[src/rtl/ram_async_ctrl.sv]
// ram_async_ctrl: valid/ready request -> async 8-bit RAM cycles (setup, writeOn pulse, hold / settle-then-sample), registered response with range error
module ram_async_ctrl #(
  parameter int DEPTH     = 11,
  parameter int WR_CYCLES = 1,
  parameter int RD_CYCLES = 1
) (
  input  logic       clk,
  input  logic       rst,
  input  logic       req_valid,
  output logic       req_ready,
  input  logic       req_write,
  input  logic [7:0] req_addr,
  input  logic [7:0] req_wdata,
  output logic       resp_valid,
  input  logic       resp_ready,
  output logic [7:0] resp_rdata,
  output logic       resp_err,
  output logic [7:0] ram_address,
  output logic [7:0] ram_data_in,
  output logic       ram_writeOn,
  input  logic [7:0] ram_data_out
);
  typedef enum logic [2:0] {IDLE, SETUP, WRITE, HOLD, RWAIT, RESP} state_t;
  localparam logic [8:0] DEPTH_W = 9'(DEPTH);
  localparam logic [3:0] WR_LD   = 4'(WR_CYCLES - 1);
  localparam logic [3:0] RD_LD   = 4'(RD_CYCLES - 1);
  state_t     r_state, w_next;
  logic [3:0] r_cnt;
  logic       r_write;
  logic       w_acc, w_legal, w_done;
  assign req_ready = (r_state == IDLE) && !rst;
  assign w_acc     = req_valid && req_ready;
  assign w_legal   = {1'b0, req_addr} < DEPTH_W;
  assign w_done    = r_cnt == 4'd0;
  always_comb begin
    w_next = r_state;
    case (r_state)
      IDLE:    w_next = w_acc ? (w_legal ? SETUP : RESP) : IDLE;
      SETUP:   w_next = r_write ? WRITE : RWAIT;
      WRITE:   w_next = w_done ? HOLD : WRITE;
      HOLD:    w_next = RESP;
      RWAIT:   w_next = w_done ? RESP : RWAIT;
      RESP:    w_next = resp_ready ? IDLE : RESP;
      default: w_next = IDLE;
    endcase
  end
  always_ff @(posedge clk or posedge rst)
    if (rst) r_state <= IDLE;
    else     r_state <= w_next;
  always_ff @(posedge clk or posedge rst) begin
    if (rst) begin
      r_cnt       <= '0;
      r_write     <= 1'b0;
      ram_address <= '0;
      ram_data_in <= '0;
      ram_writeOn <= 1'b0;
      resp_valid  <= 1'b0;
      resp_err    <= 1'b0;
      resp_rdata  <= '0;
    end else begin
      r_cnt       <= (r_state == SETUP) ? (r_write ? WR_LD : RD_LD) : (w_done ? r_cnt : r_cnt - 4'd1);
      ram_writeOn <= w_next == WRITE;
      resp_valid  <= w_next == RESP;
      if (w_acc) begin
        resp_err   <= !w_legal;
        resp_rdata <= '0;
      end
      if (w_acc && w_legal) begin
        ram_address <= req_addr;
        ram_data_in <= req_wdata;
        r_write     <= req_write;
      end
      if (r_state == RWAIT && w_done) resp_rdata <= ram_data_out;
    end
  end
endmodule

[config.mk]
export PLATFORM = sky130hd
export DESIGN_NAME = ram_async_ctrl
export DESIGN_NICKNAME = d
export VERILOG_FILES = /design/src/rtl/ram_async_ctrl.sv
export SDC_FILE = /design/constraint.sdc
export NUM_CORES = 1
export LEC_CHECK = 0
export BUFFER_PORTS_ARGS = -buffer_cell sky130_fd_sc_hd__buf_2
export CORE_ASPECT_RATIO = 0.8
export CORE_MARGIN = 2
export CORE_UTILIZATION = 45
export CTS_CLUSTER_SIZE = 28
export DETAILED_ROUTE_END_ITERATION = 7
export PLACE_DENSITY = 0.73
export RECOVER_POWER = 50
export SLEW_MARGIN = 20
export SYNTH_ARGS = -nofsm -noshare
export SYNTH_HDL_FRONTEND = slang
export SYNTH_SLANG_ARGS = --single-unit
export TNS_END_PERCENT = 10
[constraint.sdc]
create_clock -name clk -period 2.82 [get_ports clk]
set_input_delay 0 -clock clk [delete_from_list [all_inputs] [get_ports clk]]
set_output_delay 0 -clock clk [all_outputs]
set_load 0.1 [all_outputs]
* Yosys cells after proc, flatten, opt, wreduce, memory -nomap -nowiden *
Cells that the tools add are included.

storage, ports and cells
  flip-flop bits (word level) = 35
  latch bits = 0
  memory bits (writable) = 0
  memory bits (read-only) = 0
  input bits = 29
  memories kept = 0

operators by class
  add/subtract/negate cells = 1
  multiply operators = 0
  divide/modulo/power cells = 0
  $lt $le $gt $ge = 1
  equal/unequal tests = 8
  shift operators = 0
  muxes and demuxes = 11
  bitwise operators = 0
  reductions and logical operators = 9

operator list
  operator             count
  $pmux 3 s6           1
  $mux 8               2
  $mux 3               4
  $eq 3x2->1 const B   3
  $eq 3x3->1 const B   3
  $lt 8x4->1 const B   1
  $mux 4               2
  $logic_and 1x1->1    4
  $logic_not 4->1      1
  $sub 4x1->4 const B  1
  $eq 3x1->1 const B   1
  $logic_not 3->1      1
  $logic_not 1->1      2
  $mux 1               2
  $ne 2x1->1 const B   1
  $reduce_bool 2->1    1

* Longest topological paths before layout *
Gate-level depths: netlist of run 1.

  word-level depth = 6
  gate-level depth with buffers = 6
  depth with buffers taken out = 5

* Worst setup path before layout of run 1 *
OpenSTA, ideal clock, no wires.

  path type = reg2reg
  start point = reg r_state[2]
  end point = reg ram_data_in[0]
  setup time = 0.125 ns
  data arrival time = 2.652 ns
  required time = 2.695 ns
  slack = 0.042 ns
  cell stages (with the launch flop) = 5
  buffers on the path = 1
  period minus slack after synthesis = 2.778 ns
  cell sequence = dfrtp_1 -> nor4_4 -> o2111ai_4 -> buf_6 -> mux2_4

between the ends
  word-level cells in the longest chain between the ends = 4

RTL lines
  item                      line  text
  start: declaration        27    state_t r_state, w_next;
  start signal: assignment  49    else r_state <= w_next;
  $logic_not 3->1           31    assign req_ready = (r_state == IDLE) && !rst;
  $logic_and 1x1->1         31
  net req_ready             10    output logic req_ready,
  $logic_and 1x1->1         32    assign w_acc = req_valid && req_ready;
  $logic_and 1x1->1         68    if (w_acc && w_legal) begin
  end signal: assignment    70    ram_data_in <= req_wdata;
  end: declaration          19    output logic [7:0] ram_data_in,

The timed path passes the listed nets, and every way through them passes these cells.
A chain may end at the register's enable or synchronous reset.

* Worst setup path after layout of run 1 *
  start point = reg r_cnt[0]
  end point = reg resp_rdata[7]

between the ends
  word-level cells in the longest chain between the ends = 3
  elaborated cells on any way between the ends = 4
  classes of those cells = mux (1); reduce/logical (3)

RTL lines
  item                                         line  text
  start: declaration                           28    logic [3:0] r_cnt;
  start signal: assignment                     61    r_cnt <= (r_state == SETUP) ? (r_write ? WR_LD : RD_LD) : (w_done ? r_cnt : r_cnt - 4'd1);
  $logic_not 4->1 (*)                          34    assign w_done = r_cnt == 4'd0;
  $logic_and 1x1->1 (*)                        73    if (r_state == RWAIT && w_done) resp_rdata <= ram_data_out;
  $mux 8 or $reduce_bool 2->1 (tied branches)  -
  end signal: assignment                       73
  end: declaration                             16    output logic [7:0] resp_rdata,

Mark *: on every way between the ends. The rest lies on a longest branch, timed or not.

==> results of run 1 <==
[worst paths after layout]
kind / from / end / slack [ps]
worst max-delay path: r_cnt[0] / resp_rdata[7] / 770
worst min-delay path: req_addr[3] / ram_address[2] / 70
worst max register to register: r_cnt[0] / resp_rdata[7] / 770
worst min register to register: ram_address[7] / ram_address[7] / 490
max in group asynchronous: rst / ram_data_in[3] / 1810
min in group asynchronous: rst / r_state[1] / 420
[state kept, by name, indices dropped and copies added (netlist names)]
register / flops
ram_data_in: 8
ram_address: 8
r_state: 3
resp_rdata: 8
r_write: 1
resp_valid: 1
ram_writeOn: 1
r_cnt: 4
resp_err: 1
[per-layer routing]
metal,share of wire,wire length (µm)
met5,0,0
met4,0.0066,22
met3,0.065,218
met2,0.49,1637
met1,0.44,1472
[critical path, stage by stage (launching register included)]
cell     delay (ps)
dfrtp_1         380
inv_1           100
ha_1            220
nor3b_1         570
a22oi_1         380
a22o_1          280
[final cells by class]
type	instances	area, µm²	share of cell area
tap	40	50.05	0.02405
clock buffer	8	100.1	0.04811
multi-input combinational	66	555.5	0.2670
inverter	8	30.03	0.01443
sequential	35	875.8	0.4209
timing repair buffer	78	469.2	0.2255
[per-stage QoR]
step | setup slack (ps) | hold WS [ps]
2_1_floorplan | 42.41 | 112.1
3_3_place_gp | 900.9 | 230.3
3_5_place_dp | 799.3 | 234.3
4_1_cts | 776.2 | 17.44
5_1_grt | 615.5 | 87.89
6_report | 775.0 | 74.57
[logic make-up after synthesis]
family | share of synthesized area
flops | 0.5932
fa+ha+maj | 0.008473
buf+inv | 0.03051
simple gates | 0.1220
mux | 0.1085
xor+xnor | 0.005933
compound gates | 0.1314
[layout by cell type, fill, tap and decap left out, types with 4 or more instances in the layout]
cell	count
nor2_1	6
dlygate4sd3_1	21
clkbuf_1	24
clkbuf_8	7
a22o_1	8
mux2_2	8
buf_2	33
inv_1	7
dfrtp_1	35
and2_1	7
mux2_4	4
[synth_stat cells (all sizes together) (2+ instances only)]
cell | number | area, µm²
mux2 | 12 | 150.2
a22oi | 2 | 15.01
a22o | 8 | 70.07
and2 | 7 | 43.79
inv | 8 | 30.03
nand2b | 2 | 12.51
nor2 | 6 | 22.52
nand2 | 3 | 11.26
nor4 | 2 | 33.78
a21oi | 3 | 15.01
dfrtp | 35 | 875.8
nor3b | 2 | 15.01
o21ai | 2 | 10.01
[repair_timing]
action,4_1_cts,5_1_grt
hold endpoints to repair,20,26
gates resized for setup,0,0
hold buffers,20,1
[power groups by stage]
stage / Sequential [mW] / Clock, mW / Combinational, mW
floorplan: 1.34 / 0 / 0.264
global placement: 0.697 / 0 / 1.07
detailed placement: 0.702 / 0 / 1.08
CTS: 0.696 / 0.399 / 1.11
global route: 0.715 / 0.429 / 1.14
finish: 0.699 / 0.387 / 1.09
==> run metrics, run 1 <==
outcome complete, no violations; I/O Buffers 56; critical path class reg2reg; Fillers 245; fmax 489.0 MHz; Reg clk slew, reported paths 70 ps; critical-path maximum fanout 8; vias post-DR 1153; EDFF count, synth 0; Worst Tran Pin Value 1198 ps; DIE AREA 0.003758 mm²; final hold violations 0; Cell Rows 18; sw frac 0.5174; Max Cap Viol 0; DRT iter0 DRCs 66; Sink Count 35; Rel. slew slack 0.2050; number of buffers created by CTS 5; Final Util 0.6695; die height 55.23 µm; cell count after synthesis 111; grt total ovfl 0; Worst EP required 2980 ps; CP endpoint kind flop; Total GRT Usage 0.2025; HP Class in2reg; mapped cell area 0.001476 mm²; met3 usage 0.06925; final instance area 0.002081 mm²; Synth Register Bits 35; Synthesized Nets 141; sequential fraction of the synthesis area 0.5932; FFs w/ async S/R, synth 1.000; setup violators final 0; vias per std cell 4.906; # IOs 57; Critical Path AT 2210 ps; placed cells 206; leakage 1.039 nW; maximum buffer depth of the clock tree 2; layout cell share with drive strength beyond 1 0.3026; n_diodes 0; internal power 1.049 mW; hold depth 4; met1 GRT Util 0.2598; number of nets with antenna violations after routing 0; Initial Util 0.4750; area grow syn2layout 40.93%; combinational power share 0.500; global-route wire length before repair 5651 µm; VDD IR max 0.4722 mV; post-route minimum period 2045 ps; post-CTS setup buffers 0; WL/cell 14.26 µm; root buf cell clkbuf_8; Overall Power 2.173 mW; Placed Instance Area 0.001799 mm²; met2 GRT Util 0.3204; HPWL after detailed placement 2363 µm; drt pass-1 iters 4; final period utilization 0.7252; pwr dens 1044 mW/mm²; die width 68.04 µm; pin count of the biggest net entering global routing 28; RSZ-0062 raised after global routing false; Final nets 224; core area 0.003108 mm²; Setup TNS Final 0 ps; synth unique cells 34; Reg2Reg Depth 5; Sw Pwr 1.124 mW; Max Clock Skew 3.769 ps; post-route insts no fill 235; RePlAce Congestion 0.7567; syn_area_per_cell 13.30 µm²; Reg power frac 0.322; H-tree levels 2; primary flip-flop cell chosen by synthesis mapping dfrtp_1; gr busiest metal met2; antenna violations before repair 0; Final Slew Violations 0; Clock Latency Late Sink 280 ps; Startpoint Class flop; DRC 0; YS warnings 0; final WL 3351 µm; power share of the clock group 0.178; vias in the first global route 1228; CTS tree yes
No activity file was read; power rests on OpenSTA's default activity.
==> run 2: changes to the inputs <==
Settings changed: CORE_UTILIZATION 45 to 43.
Clock period 2.82 ns to 1.84 ns, I/O delays scaled along.
==> run metrics, run 2 (synthesis results as in run 1) <==
flop-to-flop setup slack 140 ps (was 770 ps); Cell Rows 19 (was 18); RePlAce Congestion 0.7478 (was 0.7567); final WL 3361 µm (was 3351 µm); Setup TNS Final 0 ps (unchanged); Rel. slew slack 0.2057 (was 0.2050); CP endpoint kind primary output (was flop); Initial Util 0.4405 (was 0.4750); pwr dens 1587 mW/mm² (was 1044 mW/mm²); largest registers ram_address x8, ram_data_in x8, resp_rdata x8 (unchanged); outcome complete, no violations (unchanged); Worst EP required 1840 ps (was 2980 ps); Final nets 227 (was 224); vias post-DR 1192 (was 1153); gr busiest metal met2 (unchanged); area grow syn2layout 43.73% (was 40.93%); RR Startpoint r_state[0] (was r_cnt[0]); global-route wire length before repair 5782 µm (was 5651 µm); leakage 1.090 nW (was 1.039 nW); die height 56.41 µm (was 55.23 µm); Startpoint Class flop (unchanged); reg2reg end ram_data_in[2] (was resp_rdata[7]); RSZ-0062 raised after global routing false (unchanged); final period utilization 0.9457; number of nets with antenna violations after routing 0 (unchanged); antenna violations before repair 0 (unchanged); most frequent cells in the layout buf_2 (42), dfrtp_1 (34), dlygate4sd3_1 (21) (was dfrtp_1 (35), buf_2 (33), clkbuf_1 (24)); placed cells 211 (was 206); met1 GRT Util 0.2300 (was 0.2598); pin count of the biggest net entering global routing 23 (was 28); Reg clk slew, reported paths 70 ps (about the same); commonest non-fill, non-tap cell in the layout buf_2 (was dfrtp_1); final hold violations 0 (unchanged); Reg2Reg Depth 3 (was 5); final instance area 0.002122 mm² (was 0.002081 mm²); DIE AREA 0.003921 mm² (was 0.003758 mm²); Max Clock Skew 3.752 ps (was 3.769 ps); I/O Buffers 56 (unchanged); maximum buffer depth of the clock tree 2 (unchanged); number of buffers created by CTS 5 (unchanged); fmax 574.7 MHz; WL/cell 14.00 µm (was 14.26 µm); met2 GRT Util 0.3214 (was 0.3204); critical path cell sequence nor4_4 > buf_4 > buf_2 (was inv_1 > ha_1 > nor3b_1 > a22oi_1 > a22o_1); WHS 76.66 ps (was 74.57 ps); Total GRT Usage 0.1910 (was 0.2025); hold depth 3 (was 4); critical path class reg2out (was reg2reg); # IOs 57 (unchanged); die width 69.51 µm (was 68.04 µm); HP Class in2reg (unchanged); Clock Latency Late Sink 280 ps (about the same); critical-path maximum fanout 8 (unchanged); Sink Count 35 (unchanged); Worst Tran Pin Value 1197 ps (was 1198 ps); post-route insts no fill 240 (was 235); grt total ovfl 0 (unchanged); CTS tree yes (unchanged); layout cell share with drive strength beyond 1 0.3737 (was 0.3026); vias in the first global route 1294 (was 1228); hold path endpoint r_state[0] (was ram_address[2]); HP Start req_valid (was req_addr[3]); H-tree levels 2 (unchanged); Placed Instance Area 0.001838 mm² (was 0.001799 mm²); root buf cell clkbuf_8 (unchanged); crit-path max cell delay 470 ps (was 570 ps); DRT iter0 DRCs 47 (was 66); Final Util 0.6331 (was 0.6695); core area 0.003352 mm² (was 0.003108 mm²); setup violators final 0 (unchanged); crit path max-delay cell type dfrtp_2 (was nor3b_1); n_diodes 0 (unchanged); post-route minimum period 1740 ps; Max Cap Viol 0 (unchanged); drt pass-1 iters 4 (unchanged); Critical Path AT 1740 ps (was 2210 ps); met3 usage 0.05386 (was 0.06925); HPWL after detailed placement 2243 µm (was 2363 µm); Final Slew Violations 0 (unchanged); DRC 0 (unchanged); VDD IR max 0.9413 mV (was 0.4722 mV); vias per std cell 4.967 (was 4.906)
run 2: changes by cell type in the layout (fill, tap and decap cells not counted):
cell,delta
clkbuf_2,+1
a22oi_2,+1
buf_4,+2
buf_2,+9
and2_1,-1
clkbuf_1,-9
inv_1,+1
a22oi_1,-1
dfrtp_1,-1
clkinv_1,-1
dfrtp_2,+1
and2_2,+1
run 2: area by class of cell:
cell class,instances,area [µm²]
Sequential cell,35,877.1
Inverter,8,30.03
Timing Repair Buffer,81,500.5
Fill cell,268,1230
Multi-Input combinational cell,66,561.8
Tap cell,42,52.55
Clock buffer,8,100.1
run 2: worst max-delay path by stage:
stage | startpoint | endpoint | slack (ps) | cells past startpoint
after floorplan | r_state[0] | ram_data_in[0] | -920 | 4
after global placement | r_cnt[0] | resp_rdata[4] | 160 | 6
after detailed placement | r_cnt[1] | resp_rdata[1] | -10 | 6
after CTS | r_state[0] | req_ready | 70 | 3
after global routing | r_state[0] | ram_data_in[2] | 20 | 3
final | r_state[0] | req_ready | 100 | 3
run 2: timing repair:
action                                 in CTS  in global routing
gates resized for setup                     1                  1
endpoints found under the hold margin      33                  0
setup buffers                               0                  0
setup endpoints to repair                   8                  2
hold buffers                               21                  0
run 2: through the flow:
step | power [mW] | setup slack, ps
after detailed placement | 2.756 | -12.01
final | 3.368 | 99.94
after global routing | 3.513 | 17.37
after global placement | 2.720 | 160.0
after CTS | 3.410 | 73.01
after floorplan | 2.462 | -922.0
run 2: power by group:
part / switching [mW] / leakage, nW / internal, mW
sequential: 0.130 / 0.462 / 0.940
combinational: 1.34 / 0.577 / 0.353
clock: 0.262 / 0.0515 / 0.341
total: 1.73 / 1.09 / 1.63
run 2: critical path: cells and delay by family (launching register included):
family	cells	cell delay [ps]
simple gates	1	350
buf+inv	2	630
flops	1	470
run 2: metal layers:
layer / share of wire / vias to the layer above
li1: - / 568
met1: 0.43 / 570
met2: 0.49 / 48
met3: 0.066 / 6
met4: 0.017 / 0
met5: 0 / -
